[config.mk]
export PLATFORM = sky130hd
export DESIGN_NAME = riscv_compressed_packer
export DESIGN_NICKNAME = d
export VERILOG_FILES = /design/src/rtl/riscv_compressed_packer.sv
export SDC_FILE = /design/constraint.sdc
export NUM_CORES = 1
export LEC_CHECK = 0
export CAP_MARGIN = 20
export CORE_UTILIZATION = 45
export DETAILED_ROUTE_END_ITERATION = 7
export GPL_TIMING_DRIVEN = 0
export PLACE_DENSITY_LB_ADDON = 0.25
export SYNTH_ARGS = -nofsm -noshare
export SYNTH_HDL_FRONTEND = slang
export SYNTH_SLANG_ARGS = --single-unit
export TNS_END_PERCENT = 1
[constraint.sdc]
create_clock -name clk -period 3.65 [get_ports clk]
set_input_delay 0.73 -clock clk [delete_from_list [all_inputs] [get_ports clk]]
set_output_delay 0.73 -clock clk [all_outputs]
set_load 0.01 [all_outputs]
[src/rtl/riscv_compressed_packer.sv]
// riscv_compressed_packer: streams RV32 instructions, compresses eligible ones to RVC, packs parcels into 32-bit words
// Ports:
//   clk, rst                     clock, synchronous active-high reset
//   instr_valid_i/instr_ready_o  input handshake, instr_i = RV32 instruction
//   flush_i                      end-of-stream pulse; pads a pending half-word with c.nop
//   word_valid_o/word_ready_i    output handshake, word_o = packed word (low half = earlier parcel)
//   flush_done_o                 pulse when a flush completes
//   illegal_o                    pulse when a non-32-bit encoding was dropped
//   cmp_cnt_o                    saturating count of compressed instructions
// Optional: define RISCV_CPACK_MEM_EN to compress lw/sw into c.lw/c.sw.
module riscv_compressed_packer (
  input  logic        clk,
  input  logic        rst,
  input  logic        instr_valid_i,
  output logic        instr_ready_o,
  input  logic [31:0] instr_i,
  input  logic        flush_i,
  output logic        word_valid_o,
  input  logic        word_ready_i,
  output logic [31:0] word_o,
  output logic        flush_done_o,
  output logic        illegal_o,
  output logic [15:0] cmp_cnt_o
);
  typedef enum logic {RUN, FLUSH} state_e;
  state_e      state_q, state_d;
  logic [31:0] word_q, word_d;
  logic        word_valid_q, emit;
  logic [15:0] res_q, res_d, cnt_q, c16;
  logic        res_v_q, res_v_d, done_q, done_d, illegal_q, is_c;
  logic [6:0]  opc, f7;
  logic [4:0]  rd, rs1, rs2;
  logic [2:0]  f3;
  logic        imm6_ok, is_add, is_addi, slot_free, hs, legal, acc;
  assign opc = instr_i[6:0];
  assign rd  = instr_i[11:7];
  assign f3  = instr_i[14:12];
  assign rs1 = instr_i[19:15];
  assign rs2 = instr_i[24:20];
  assign f7  = instr_i[31:25];
  // I-immediate fits a signed 6-bit field when bits [11:5] are a pure sign extension
  assign imm6_ok = &instr_i[31:25] | ~|instr_i[31:25];
  assign is_add  = opc == 7'h33 && f3 == 3'b000 && f7 == 7'h00;
  assign is_addi = opc == 7'h13 && f3 == 3'b000;
  always_comb begin
    c16  = '0;
    is_c = 1'b1;
    if (is_add && rs1 == 5'd0 && rd != 5'd0 && rs2 != 5'd0)
      c16 = {4'b1000, rd, rs2, 2'b10};
    else if (is_add && rs1 == rd && rd != 5'd0 && rs2 != 5'd0)
      c16 = {4'b1001, rd, rs2, 2'b10};
    else if (is_addi && rs1 == 5'd0 && rd != 5'd0 && imm6_ok)
      c16 = {3'b010, instr_i[25], rd, instr_i[24:20], 2'b01};
    else if (is_addi && rs1 == rd && rd != 5'd0 && imm6_ok && instr_i[25:20] != 6'd0)
      c16 = {3'b000, instr_i[25], rd, instr_i[24:20], 2'b01};
    else if (opc == 7'h67 && f3 == 3'b000 && rd == 5'd0 && instr_i[31:20] == 12'd0 && rs1 != 5'd0)
      c16 = {4'b1000, rs1, 5'd0, 2'b10};
    else if (instr_i == 32'h0010_0073)
      c16 = 16'h9002;
`ifdef RISCV_CPACK_MEM_EN
    // offset must be word aligned and below 128, registers in x8..x15
    else if (opc == 7'h03 && f3 == 3'b010 && rd[4:3] == 2'b01 && rs1[4:3] == 2'b01 &&
             instr_i[31:27] == 5'd0 && instr_i[21:20] == 2'b00)
      c16 = {3'b010, instr_i[25:23], rs1[2:0], instr_i[22], instr_i[26], rd[2:0], 2'b00};
    else if (opc == 7'h23 && f3 == 3'b010 && rs2[4:3] == 2'b01 && rs1[4:3] == 2'b01 &&
             instr_i[31:27] == 5'd0 && instr_i[8:7] == 2'b00)
      c16 = {3'b110, instr_i[25], instr_i[11:10], rs1[2:0], instr_i[9], instr_i[26], rs2[2:0], 2'b00};
`endif
    else
      is_c = 1'b0;
  end
  assign slot_free     = !word_valid_q || word_ready_i;
  assign instr_ready_o = state_q == RUN && slot_free;
  assign hs            = instr_valid_i && instr_ready_o;
  assign legal         = &instr_i[1:0];
  assign acc           = hs && legal;
  always_comb begin
    state_d = state_q;
    res_d   = res_q;
    res_v_d = res_v_q;
    word_d  = word_q;
    emit    = 1'b0;
    done_d  = 1'b0;
    if (state_q == RUN) begin
      if (acc) begin
        if (!res_v_q && is_c) begin
          res_d   = c16;
          res_v_d = 1'b1;
        end else if (!res_v_q) begin
          word_d = instr_i;
          emit   = 1'b1;
        end else if (is_c) begin
          word_d  = {c16, res_q};
          emit    = 1'b1;
          res_v_d = 1'b0;
        end else begin
          word_d = {instr_i[15:0], res_q};
          emit   = 1'b1;
          res_d  = instr_i[31:16];
        end
      end
      if (flush_i) state_d = FLUSH;
    end else if (slot_free) begin
      // pad an orphan half-word with c.nop so the word decodes cleanly
      if (res_v_q) begin
        word_d  = {16'h0001, res_q};
        emit    = 1'b1;
        res_v_d = 1'b0;
      end
      done_d  = 1'b1;
      state_d = RUN;
    end
  end
  always_ff @(posedge clk) begin
    if (rst) begin
      state_q      <= RUN;
      word_q       <= '0;
      word_valid_q <= 1'b0;
      res_q        <= '0;
      res_v_q      <= 1'b0;
      done_q       <= 1'b0;
      illegal_q    <= 1'b0;
      cnt_q        <= '0;
    end else begin
      state_q      <= state_d;
      word_q       <= word_d;
      word_valid_q <= slot_free ? emit : word_valid_q;
      res_q        <= res_d;
      res_v_q      <= res_v_d;
      done_q       <= done_d;
      illegal_q    <= hs && !legal;
      if (acc && is_c && cnt_q != 16'hFFFF) cnt_q <= cnt_q + 16'd1;
    end
  end
  assign word_o       = word_q;
  assign word_valid_o = word_valid_q;
  assign flush_done_o = done_q;
  assign illegal_o    = illegal_q;
  assign cmp_cnt_o    = cnt_q;
endmodule

Word level (Yosys, flattened, before mapping)
Index checks and enable logic that the tools add are counted.
W data, S select, Z words.
{ "totals": {"reg_bits": 69, "inputBits": 37, "out_inout_bits": 52, "wordCells": 107} }
{ "op_classes": {"addsub": 1, "n_eq_ne": 10, "n_mux": 36, "n_bitwise": 2, "n_reduce_logical": 50} }
{ "ops": {"columns": ["cell", "count"], "rows": [
  ["$mux W32", 7],
  ["$mux W16", 9],
  ["$eq A32 B21 Y1 const B", 1],
  ["$logic_and A1 B1 Y1", 27],
  ["$mux W1", 20],
  ["$add A16 B1 Y16 const B", 1],
  ["$ne A16 B16 Y1 const B", 1],
  ["$reduce_bool A5 Y1", 3],
  ["$logic_not A12 Y1", 1],
  ["$logic_not A5 Y1", 2],
  ["$reduce_and A4 Y1", 2],
  ["$eq A7 B5 Y1 const B", 1],
  ["$eq A7 B6 Y1 const B", 1],
  ["$eq A7 B7 Y1 const B", 1],
  ["$logic_not A7 Y1", 1],
  ["$reduce_and A7 Y1", 1],
  ["$reduce_or A7 Y1", 1],
  ["$ne A2 B1 Y1 const B", 3],
  ["$reduce_bool A6 Y1", 1],
  ["$eq A5 B5 Y1", 1],
  ["$logic_not A1 Y1", 4],
  ["$reduce_and A2 Y1", 2],
  ["$reduce_bool A2 Y1", 2],
  ["$logic_not A3 Y1", 1],
  ["5 further kinds", 5]
]} }

Longest topological paths before layout
{ "logic_depth": {"ltp_word": 15, "mapped_depth": 14, "ltp_nobuf": 12} }

Least setup slack after synthesis
OpenSTA, ideal clock, no wires.
{ "synth_path": {"kind": "input-to-reg", "start": "input instr_i[12]", "end": "register word_q[19], in the netlist word_o[19]", "t_arrival_ns": 3.519, "t_required_ns": 3.580, "setup_slack_ns": 0.061, "path_stages": 13, "path_buffers": 2, "path_cell_list": "nor4b_1 -> nand3_1 -> or4_4 -> o22ai_1 -> a21o_1 -> ha_1 -> inv_1 -> nand2b_1 -> clkbuf_1 -> a22o_1 -> clkbuf_1 -> a21oi_1 -> a21oi_1"} }
{ "synth_between": {"elab_chain_len": 15, "elab_cells_between_ends": 41, "classes_between": "eq/ne (2); mux (16); reduce/logical (23)"} }
{ "synth_rtl": {"columns": ["item", "line", "text"], "rows": [
  ["start, declared", "16", "input logic [31:0] instr_i,"],
  ["parallel branches: the longest is 15 deep, another holds $eq A32 B21 Y1", null, null],
  ["end signal, assigned", "126", "word_q <= word_d;"],
  ["end, declared", "27", "logic [31:0] word_q, word_d;"]
]} }
Parallel ways; which one is timed is not known. The select of a mux whose other input is x is not followed.
A chain may end at the register's enable or synchronous reset.

Final worst setup path
{ "layout_path": {"start": "input instr_i[19]", "end": "register word_q[19], in the netlist word_o[19]"} }
{ "layout_between": {"elab_chain_len": 14, "elab_cells_between_ends": 37, "classes_between": "eq/ne (3); mux (16); reduce/logical (18)"} }
{ "layout_rtl": {"columns": ["item"], "rows": [
  ["parallel branches: the longest is 14 deep, another holds $eq A32 B21 Y1"]
]} }
Parallel ways; which one is timed is not known. The select of a mux whose other input is x is not followed.

==> results_dict.tcl <==
set metrics [dict create \
    postSynth.asyncResetShare_pct 0 \
    row_count 33 \
    via_per_inst 5.91 \
    cp.arrival_ns 3.79 \
    worstSetupStartpointType "input pin" \
    detail-route-antenna-nets 0 \
    achievable-frequency_ghz 0.285 \
    gp_congestion 0.921 \
    first_iter_violations 312 \
    grt_usage_pct 30.0 \
    clock_sinks 69 \
    muxShareOfSynthArea_pct 2.52 \
    crit_fanout 10 \
    hold_end "res_q[15]$_SDFFE_PP0P_" \
    peakVddDrop_mv 0.201 \
    synthAdderAreaFrac_pct 0.996 \
    outcome "finished clean" \
    die_x_um 93.5 \
    dp.final_hpwl_um 9650 \
    ff2ff_setup_slack_ns 1.26 \
    area_growth_pct 39.4 \
    fin_crit_ns 3.51 \
    drive_above_1_share_pct 14.0 \
    die_y_um 93.5 \
    grtUsageMet1_pct 41.9 \
    synth_xor_xnor_area_share_pct 2.09 \
    synth_compound_area_share_pct 26.1 \
    antenna_cells 0 \
    nNetsFinal 615 \
    p_leak_nw 1.97 \
    yosysMostFrequentCell "nor2_1" \
    synth_edf_count 0 \
    grt_pass1_wl_um 19700 \
    totalPowerFinal_mw 1.65 \
    cts_buffer_depth 2 \
    hold_depth 2 \
    die_area_um2 8750 \
    slowest_delay_ns 0.54 \
    fin_worst_skew_ns 0.00582 \
    grt_pass1_vias 3608 \
    dr.pass1.iters 5 \
    grt_max_degree 13 \
    cts.clk_slew.worst_paths_ns 0.08 \
    use_met2_pct 44.1 \
    ys_warn_count 0 \
    wirelength_um 12900 \
    synth_area_leaders "dfxtp_1 (37%), nor2_1 (7.4%), a21oi_1 (4.9%)" \
    gr-total-overflow 0 \
    yosys.area_share.simple_pct 27.8 \
    cts_tree "done" \
    synth-seq-cells 69 \
    slew_violations 0 \
    finalHoldViolations 0 \
    syn_nets 512 \
    synth_top_family_by_area "simple AND/OR/NAND/NOR gates" \
    io_pins 89 \
    regToRegStartpoint "state_q$_SDFF_PP0_" \
    seq_area_frac_synth_pct 36.7 \
    vias 4048 \
    cts_max_level 3 \
    r2r-end "cmp_cnt_o[11]$_SDFFE_PP0P_" \
    dpl_worst_slack_ns -1.54 \
    setup_slack_ns 0.136 \
    tightestPinTransition_ns 0.713 \
    yosysUniqueCellTypes 60 \
    drt-wirelength-per-cell_um 18.8 \
    placeableCoreArea_um2 8180 \
    endpoint_kind "flip-flop" \
    critPathKind "in2reg" \
    crit_slowest_cell "clkdlybuf4s50_1" \
    numCtsBuffers 9 \
    min-delay-start "res_q[15]$_SDFFE_PP0P_" \
    hold_buffers 0 \
    grt_setup_unrepaired "no" \
    syn_area_um2 3770 \
    synth_cells 472 \
    busiest_layer "met2" \
    clock_latency_ns 0.34 \
    root_buffer "clkbuf_8" \
    cp_common_cell "a21oi_1" \
    hp-class "reg2reg" \
    avgSynthCellArea_um2 7.98 \
    yosys.area.top_type "dfxtp_1" \
    slew_headroom_pct 52.3 \
    drc 0 \
    path_cells "clkdlybuf4s50_1, or4_4, nor2_4, a31oi_2, o22ai_4, a21o_4, ha_4, clkinvlp_4, nand2b_1, buf_4, a22o_4, clkbuf_4, a21oi_1, a21oi_1" \
    cp.required_ns 3.93 \
    setup_violations 0 \
    grt_use_met3_pct 5.45 \
    port_buffers 86 \
    drv_cap 0 \
    powerDensity_nw_per_um2 314 \
    synth_ff_type "dfxtp_1" \
    synth_top_area_share_pct 36.7 \
    start_util_pct 46.1 \
    antenna_found_initial 0 \
    rr_worst_depth 6 \
    min_period_over_period_pct 96.3 \
    synth_top_cells_by_count "nor2_1 (74), dfxtp_1 (69), nand2_1 (48), a21oi_1 (37), o21ai_0 (27)" \
]
-- layout by cell type (no fill, tap or decap), types with 7 or more instances in the layout --
master,instances
a21oi_1,36
a22oi_1,7
a311oi_1,16
buf_4,8
clkbuf_1,17
clkbuf_8,10
clkdlybuf4s50_1,56
dfxtp_1,69
dlygate4sd2_1,7
dlymetal6s2s_1,23
inv_1,8
nand2_1,48
nand3_1,15
nand3b_1,8
nor2_1,73
nor3_1,9
o21ai_0,26
-- per-stage QoR --
stage / hold WS (ns) / instance area, um2 / util [%] / TNS (ns) / std cells
after detailed placement: 0.444 / 4760 / 58.2 / -49.53 / 663
after global placement: 0.439 / 4760 / 58.2 / -50.09 / 663
final: 0.452 / 5260 / 64.3 / 0 / 685
after global routing: 0.474 / 5260 / 64.3 / 0 / 685
after floorplan: 0.428 / 3770 / - / 0 / 472
after CTS: 0.453 / 5120 / 62.6 / 0 / 682
-- repair_timing --
| action | 4_1_cts | 5_1_grt |
|---|---|---|
| setup endpoints to repair | 49 | 40 |
| pin swaps | 2 | 3 |
| resized for setup | 40 | 35 |
| endpoints found under the hold margin | 0 | 0 |
| buffers inserted | 3 | 3 |
-- how the worst max path moves through the flow --
stage | endpoint | start | cells after the start
after detailed placement | word_o[19]$_SDFFE_PP0P_ | instr_i[16] | 14
after global placement | word_o[19]$_SDFFE_PP0P_ | instr_i[16] | 14
after floorplan | word_o[19]$_SDFFE_PP0P_ | instr_i[12] | 13
after CTS | word_o[19]$_SDFFE_PP0P_ | instr_i[12] | 13
after global routing | word_o[18]$_SDFFE_PP0P_ | instr_i[31] | 14
final | word_o[19]$_SDFFE_PP0P_ | instr_i[19] | 14
-- report_power, final --
part | internal [mW] | leakage [nW] | switching, mW
logic | 0.0991 | 1.31 | 0.134
clock network | 0.336 | 0.0995 | 0.300
registers | 0.769 | 0.559 | 0.00970
-- sequential cells by signal, indices dropped and copies added (netlist names) --
signal and cells:
cmp_cnt_o 16, flush_done_o 1, illegal_o 1, res_q 16, res_v_q 1, state_q 1
word_o 32, word_valid_o 1
-- critical path, delay by kind of cell --
family	cells	cell delay [ns]
adder cells (fa/ha/maj)	1	0.19
buffers and inverters	4	1.12
AND/OR/NAND/NOR	3	0.84
AO/OA/AOI/OAI	6	0.90
-- cells by family after synthesis --
| family | Yosys count |
|---|---|
| AOI/OAI and AO/OA | 136 |
| muxes | 9 |
| DFF | 69 |
| adders and majority gates | 3 |
| and+or+nand+nor | 209 |
| xor gates and xnor gates | 9 |
| buffers and inverters | 37 |
-- cell type report --
cell class	instances	area, um2
clock inverters	5	60.1
clock buffers	11	141
multi-input cells	366	2420
flip-flops and latches	69	1380
plain buffers	28	128
inverters	9	37.5
fillers	729	2920
repair buffers	92	955
well taps	105	131
-- routing by layer --
layer | vias to the layer above | wire [um] | share of wire [%]
li1 | 1943 | - | -
met1 | 1890 | 5900 | 46
met2 | 184 | 5680 | 44
met3 | 31 | 874 | 6.8
met4 | 0 | 424 | 3.3
met5 | - | 0 | 0
No activity file was read; power rests on OpenSTA's default activity.
